<file path="src/rtl/lif_neuron_array.sv">
// Array of N_CH leaky integrate-and-fire neurons with shared configuration,
// a global saturating spike counter and a membrane observation mux.
// Each channel integrates its input current on step strobes. It fires when the
// saturated membrane sum reaches the threshold. After firing it stays silent for
// a programmable number of steps.
module lif_neuron_array #(
  parameter int N_CH     = 4,
  parameter int IN_W     = 8,
  parameter int MEM_W    = 10,
  parameter int REFRAC_W = 3,
  parameter int CNT_W    = 16,
  localparam int SEL_W   = (N_CH > 1) ? $clog2(N_CH) : 1
) (
  input  logic                   clk,
  input  logic                   reset,
  input  logic                   step,
  input  logic [N_CH*IN_W-1:0]   in_flat,
  input  logic [MEM_W-1:0]       threshold,
  input  logic [2:0]             leak_shift,
  input  logic [REFRAC_W-1:0]    refrac_period,
  input  logic                   sub_mode,
  input  logic                   count_clr,
  input  logic [SEL_W-1:0]       mem_sel,
  output logic [N_CH-1:0]        spike,
  output logic                   spike_any,
  output logic [CNT_W-1:0]       spike_count,
  output logic [MEM_W-1:0]       mem_out
);

  localparam int POP_W = $clog2(N_CH + 1);
  localparam int SEL_N = 2 ** SEL_W;

  logic [N_CH-1:0]       spike_d;
  logic [N_CH-1:0]       spike_q;
  logic                  spike_any_q;
  logic [CNT_W-1:0]      count_q;
  logic [CNT_W-1:0]      count_d;
  logic [CNT_W:0]        count_sum;
  logic [POP_W-1:0]      pop;
  logic [N_CH*MEM_W-1:0] mem_flat;

  for (genvar gi = 0; gi < N_CH; gi++) begin : g_ch
    logic [MEM_W-1:0]    mem_q;
    logic [MEM_W-1:0]    mem_d;
    logic [REFRAC_W-1:0] refrac_q;
    logic [REFRAC_W-1:0] refrac_d;
    logic                spike_k_d;
    logic [IN_W-1:0]     in_k;
    logic [MEM_W-1:0]    leaked;
    logic [MEM_W:0]      sum_raw;
    logic [MEM_W-1:0]    sum_sat;

    assign in_k    = in_flat[gi*IN_W +: IN_W];
    // leak_shift = 0 removes the whole membrane (mem - mem = 0)
    assign leaked  = mem_q - (mem_q >> leak_shift);
    // One extra bit catches the overflow so the sum can clamp instead of wrapping
    assign sum_raw = {1'b0, leaked} + {{(MEM_W + 1 - IN_W){1'b0}}, in_k};
    assign sum_sat = sum_raw[MEM_W] ? {MEM_W{1'b1}} : sum_raw[MEM_W-1:0];

    // Next-state for one channel: refractory countdown, integrate, or fire
    always_comb begin
      mem_d     = mem_q;
      refrac_d  = refrac_q;
      spike_k_d = 1'b0;
      if (step) begin
        if (refrac_q != '0) begin
          refrac_d = refrac_q - REFRAC_W'(1);
        end else if (sum_sat >= threshold) begin
          spike_k_d = 1'b1;
          refrac_d  = refrac_period;
          mem_d     = sub_mode ? (sum_sat - threshold) : '0;
        end else begin
          mem_d = sum_sat;
        end
      end
    end

    // Channel state registers
    always_ff @(posedge clk) begin
      if (reset) begin
        mem_q    <= '0;
        refrac_q <= '0;
      end else begin
        mem_q    <= mem_d;
        refrac_q <= refrac_d;
      end
    end

    assign spike_d[gi]                 = spike_k_d;
    assign mem_flat[gi*MEM_W +: MEM_W] = mem_q;
  end

  // Number of channels firing on this edge
  always_comb begin
    pop = '0;
    for (int i = 0; i < N_CH; i++) begin
      pop = pop + POP_W'(spike_d[i]);
    end
  end

  // Counter adds the new spikes and clamps at all-ones; clear wins over counting
  assign count_sum = {1'b0, count_q} + (CNT_W + 1)'(pop);
  assign count_d   = count_clr ? '0 :
                     (count_sum[CNT_W] ? {CNT_W{1'b1}} : count_sum[CNT_W-1:0]);

  // Spike outputs and global counter registers
  always_ff @(posedge clk) begin
    if (reset) begin
      spike_q     <= '0;
      spike_any_q <= 1'b0;
      count_q     <= '0;
    end else begin
      spike_q     <= spike_d;
      spike_any_q <= |spike_d;
      count_q     <= count_d;
    end
  end

  // Observation mux; select codes beyond the last channel read as zero
  logic [SEL_N-1:0][MEM_W-1:0] mem_pad;
  for (genvar gi = 0; gi < SEL_N; gi++) begin : g_pad
    if (gi < N_CH) begin : g_used
      assign mem_pad[gi] = mem_flat[gi*MEM_W +: MEM_W];
    end else begin : g_unused
      assign mem_pad[gi] = '0;
    end
  end

  assign mem_out     = mem_pad[mem_sel];
  assign spike       = spike_q;
  assign spike_any   = spike_any_q;
  assign spike_count = count_q;

endmodule

</file>
<file path="config.mk">
export PLATFORM = sky130hd
export DESIGN_NAME = lif_neuron_array
export DESIGN_NICKNAME = d
export VERILOG_FILES = /design/src/rtl/lif_neuron_array.sv
export SDC_FILE = /design/constraint.sdc
export NUM_CORES = 1
export LEC_CHECK = 0
export BUFFER_PORTS_ARGS = -buffer_cell sky130_fd_sc_hd__clkbuf_2
export CORE_MARGIN = 4
export CORE_UTILIZATION = 50
export CTS_CLUSTER_SIZE = 28
export DETAILED_ROUTE_END_ITERATION = 8
export PLACE_DENSITY_LB_ADDON = 0.05
export SYNTH_ARGS = -nofsm -noshare
export SYNTH_HDL_FRONTEND = slang
export SYNTH_SLANG_ARGS = --single-unit
</file>
<file path="constraint.sdc">
create_clock -name clk -period 23.9 [get_ports clk]
set_clock_uncertainty 0.15 [all_clocks]
set_input_delay 4.78 -clock clk [delete_from_list [all_inputs] [get_ports clk]]
set_output_delay 4.78 -clock clk [all_outputs]
set_load 0.005 [all_outputs]
</file>
Word level (Yosys, flattened, before mapping)

Index checks and enable logic that the tools add are counted.
Widths: inputs -> output; s select.

Register bits: 73
Input bits: 55
Output and inout port bits: 31
Word-level logic and storage cells: 97

Add/sub/neg operators: 20
$lt $le $gt $ge: 5
Shifts and indexed selects: 4
Mux-type cells: 35
Bitwise logic cells: 4
Reductions and logical operators: 18

Operator list:

| operator            | number |
|---|---|
| $mux 10             | 13 |
| $sub 10x10->10      | 8 |
| $add 10x8->11       | 4 |
| $ge 10x10->1        | 4 |
| $shr 10x3->10       | 4 |
| $mux 3              | 8 |
| $bmux 10 s2         | 1 |
| $add 16x3->17       | 1 |
| $mux 16             | 1 |
| $reduce_and 2->1    | 8 |
| $mux 1              | 12 |
| $reduce_bool 3->1   | 4 |
| $sub 3x1->3 const B | 4 |
| $reduce_bool 2->1   | 4 |
| $not 1->1           | 4 |
| $reduce_or 4->1     | 1 |
| $add 2x1->3         | 1 |
| $add 3x1->3         | 1 |
| $lt 2x3->1 const B  | 1 |
| $add 1x1->2         | 1 |
| $reduce_or 2->1     | 1 |

Longest topological paths before layout

Depth in word-level cells: 13
Gate-level depth with buffers: 43
Gate-level depth less buffers: 38

Worst setup path after synthesis

No wires, ideal clock.

Path kind: in2reg
Start: in leak_shift[0]
End: reg count_q[10], in the netlist spike_count[10]
Setup time: 70 ps
Arrival time: 13,041 ps
Setup slack: 10,638 ps
Stages: 39
Path buffers: 6
Path through: clkbuf_1 clkbuf_1 buf_2 mux2_2 a21oi_1 mux2i_1 ha_1 fa_1 inv_1 fa_1 a21o_1 a21oi_1 o21ai_0 o41ai_1 or3_1 clkbuf_1 and2_1 ha_1 [... 3 more ...] a31oi_1 o41ai_2 nand2b_1 clkbuf_1 inv_1 fa_1 inv_1 fa_1 inv_1 fa_1 and3_1 nand3_1 nor2_1 and4_1 and2_1 nand4_1 clkbuf_1 a21oi_1

Cells in the longest elaborated chain, start to end: 13
Elaborated cells on any way between the ends: 37
Classes of those cells: add/sub (12); order compare (4); shift (4); mux (17)

RTL lines:

| what                  | line | source |
|---|---|---|
| from (decl)           | 19   | `input logic [2:0] leak_shift,` |
| $shr 10x3->10         | 55   | `assign leaked = mem_q - (mem_q >> leak_shift);` |
| $sub 10x10->10        | 55   |  |
| $add 10x8->11         | 57   | `assign sum_raw = {1'b0, leaked} + {{(MEM_W + 1 - IN_W){1'b0}}, in_k};` |
| $mux 10               | 58   | `assign sum_sat = sum_raw[MEM_W] ? {MEM_W{1'b1}} : sum_raw[MEM_W-1:0];` |
| $ge 10x10->1          | 68   | `end else if (sum_sat >= threshold) begin` |
| $mux 1                | 68   |  |
| $mux 1                | 66   | `if (refrac_q != '0) begin` |
| $mux 1                | 65   | `if (step) begin` |
| net g_ch[0].spike_k_d | 47   | `logic spike_k_d;` |
| $add 1x1->2           | 97   | `pop = pop + POP_W'(spike_d[i]);` |
| $add 2x1->3           | 97   |  |
| $add 3x1->3           | 97   |  |
| $add 16x3->17         | 102  | `assign count_sum = {1'b0, count_q} + (CNT_W + 1)'(pop);` |
| $mux 16               | 104  | `(count_sum[CNT_W] ? {CNT_W{1'b1}} : count_sum[CNT_W-1:0]);` |
| to (signal assigned)  | 115  | `count_q <= count_d;` |
| to (decl)             | 36   | `logic [CNT_W-1:0] count_q;` |

The timed path passes the listed nets, and every way through them passes these cells.
A chain may end at the register's enable or synchronous reset.

Worst setup path after layout

Start: in leak_shift[0]
End: reg count_q[0], in the netlist spike_count[0]

The elaborated chain is that of the path after synthesis.

==> impl_metrics.toml <==
[clock_tree]
cts_sinks = 73
clk-insertion-delay-late_ns = 0.36
post_cts_buffers = 0
cts_max_level = 3
cts_buffer_depth = 2
holdBufCountCts = 0
clkTransAtPathRegs_ns = 0.07
cts-resized-gates = 0
cts_buffers = 9
cts_tree = "yes"
cts-root-buf = "clkbuf_16"

[sta]
drv_slew = 0
setup_tns_ns = 0
min_period_ns = 14.01
rsz0062_at_grt = "no"
relSlewSlack = 0.2310
fmax_mhz = 71.38
finalCritPeriodShare = 0.5862
setup_viol = 0
tightest_slew_ns = 1.153
hold_viol_final = 0

[logic_synthesis]
ys_async_sr_fraction = 0
yosys_warnings = 0
synth-edff-count = 0
netlist_instances = 1287
synthFlopType = "dfxtp_1"
seq_area_frac_synth = 0.1476
ys_seq_elements = 73
synth.avg_cell_area_um2 = 7.693
synthesis.nets = 1474
syn-cell-area_um2 = 9901
yosys.cell_types.count = 78

[floorplan]
num_io_pins = 86
dieArea_um2 = 22120
rows = 51
die_x_um = 148.7
coreArea_um2 = 19460
die_h_um = 148.7
initial_core_util = 0.5087

[routing]
drc = 0
dr.pass1.iters = 5
wl_per_cell_um = 18.90
num_vias = 9666
drtIter0Drc = 704
postRouteAntennaNets = 0
finalWirelength_mm = 30.33
vias_per_cell = 6.022

[grt]
grt_usage = 0.2710
grt_use_met3 = 0.04601
met1_usage = 0.3803
grt_pass1_vias = 8968
grt_use_met2 = 0.4278
gr-total-overflow = 0
grt.busiest_layer = "met2"
antenna_found_initial = 0
grt_max_degree = 59
grt_pass1_wl_mm = 47.90

[setup_path]
critPathMaxStageDelay_ns = 0.84
setup.worst_path.start = "leak_shift[0]"
r2r-end = "spike_count[0]"
cp.required_ns = 24.03
cp_common_cell = "fa_1"
r2r_slack_ns = 14.91
reg2reg_depth = 33
rr_startpoint = "g_ch[0].mem_q[5]"
worstPathArrival_ns = 14.14
crit_fanout = 42
startpoint_type = "input port"
cp-end-kind = "flip-flop"
critical_path_class = "input port to flip-flop"
slowest_stage = "clkbuf_2"
crit_end = "spike_count[0]"

[final_layout]
layout_common_cells = "139 x nor2_1, 117 x ha_1, 111 x a21oi_1"
area_growth_pct = 9.415
drive_above_1_share = 0.1246
fillCellCount = 1880
mostFrequentLayoutCell = "nor2_1"
diodes = 0
stdcell_count = 1605
finalNetCount = 1523

[place]
gp_congestion = 0.9287
dp.final_hpwl_mm = 23.24
io_buffers = 85
dp.cells = 1590

[outcome]
status = "finished clean"

[run]
drv_cap = 0

[min_path]
min_path_type = "flip-flop to flip-flop"
how the worst min path moves through the flow:
stage | slack (ns) | endpoint | cells after the start | start
after floorplan | 0.30 | g_ch[0].refrac_q[0] | 1 | g_ch[0].refrac_q[0]
after global placement | 0.32 | g_ch[0].refrac_q[2] | 1 | g_ch[0].refrac_q[2]
after detailed placement | 0.32 | g_ch[1].refrac_q[0] | 1 | g_ch[1].refrac_q[0]
after CTS | 0.34 | g_ch[1].refrac_q[0] | 1 | g_ch[1].refrac_q[0]
after global routing | 0.36 | g_ch[1].refrac_q[0] | 1 | g_ch[1].refrac_q[0]
final | 0.34 | g_ch[1].refrac_q[0] | 1 | g_ch[1].refrac_q[0]
cell usage after synthesis (9+ instances only):
| library cell | n | area, um^2 |
|---|---|---|
| nand4_1 | 9 | 56.30 |
| nand3_1 | 32 | 160.2 |
| a211oi_1 | 21 | 157.7 |
| nand2b_1 | 22 | 137.6 |
| clkbuf_1 | 45 | 168.9 |
| mux4_2 | 11 | 247.7 |
| o21ai_0 | 65 | 325.3 |
| a311oi_1 | 18 | 157.7 |
| and2_1 | 16 | 100.1 |
| a31oi_1 | 21 | 131.4 |
| a21oi_1 | 111 | 555.5 |
| o31ai_1 | 16 | 120.1 |
| nor2b_1 | 19 | 118.9 |
| xor2_1 | 26 | 227.7 |
| or3_1 | 13 | 81.33 |
| inv_1 | 74 | 277.8 |
| xnor2_1 | 52 | 455.4 |
| mux2_2 | 20 | 225.2 |
| mux2i_1 | 27 | 270.3 |
| nand2_1 | 91 | 341.6 |
| ha_1 | 117 | 1464 |
| nor2_1 | 139 | 521.8 |
| o21a_1 | 27 | 202.7 |
| a2111oi_2 | 10 | 150.1 |
| nor3_1 | 37 | 185.2 |
| fa_1 | 15 | 300.3 |
| a21o_1 | 26 | 195.2 |
| dfxtp_1 | 73 | 1461 |
stage by stage:
step | hold slack (ns) | setup slack, ns | area (um^2) | utilization
2_1_floorplan | 0.2986 | 10.64 | 9901 | -
3_3_place_gp | 0.3191 | 9.837 | 10490 | 0.5391
3_5_place_dp | 0.3229 | 9.579 | 10490 | 0.5391
4_1_cts | 0.3373 | 9.952 | 10830 | 0.5566
5_1_grt | 0.3615 | 9.055 | 10830 | 0.5566
6_report | 0.3374 | 9.891 | 10830 | 0.5566
cell type report:
type                    instances  area (um^2)  area share
clock buffers                   9        225.2     0.02079
flip-flops and latches         73         1461      0.1349
repair buffers                 91        470.5     0.04343
multi-input cells            1087         7950      0.7339
clock inverters                 6        116.4     0.01074
inverters                      74        277.8     0.02564
well taps                     265        331.6     0.03061
worst max-delay path, delay by kind of cell:
family,cells,cell delay [ns]
mux,2,0.60
compound gates,9,2.49
buf+inv,5,1.15
simple gates,10,2.45
fa+ha+maj,8,2.64
sequential cells by signal, indices dropped and copies added (netlist names):
name and cells:
spike_any 1, g_ch.mem_q 40, g_ch.refrac_q 12, spike 4
spike_count 16
per-layer routing:
metal	wire (um)	part of all wire	up-vias
li1	-	-	4847
met1	14230	0.47	4474
met2	13250	0.44	303
met3	2090	0.069	42
met4	762	0.025	0
met5	0	0	-
cell families (layout without fill, tap and decap cells):
logic type,after synthesis,count (layout),synth area share
compound gates,405,405,0.2809
buf+inv,127,180,0.04941
xor+xnor,78,78,0.06900
flops,73,73,0.1476
fa+ha+maj,132,132,0.1782
mux,58,58,0.07507
simple gates,414,414,0.1998
Power is left out: the tool's default activity adds up to more than one toggle a clock period on the data nets, which glitch-free logic cannot reach.
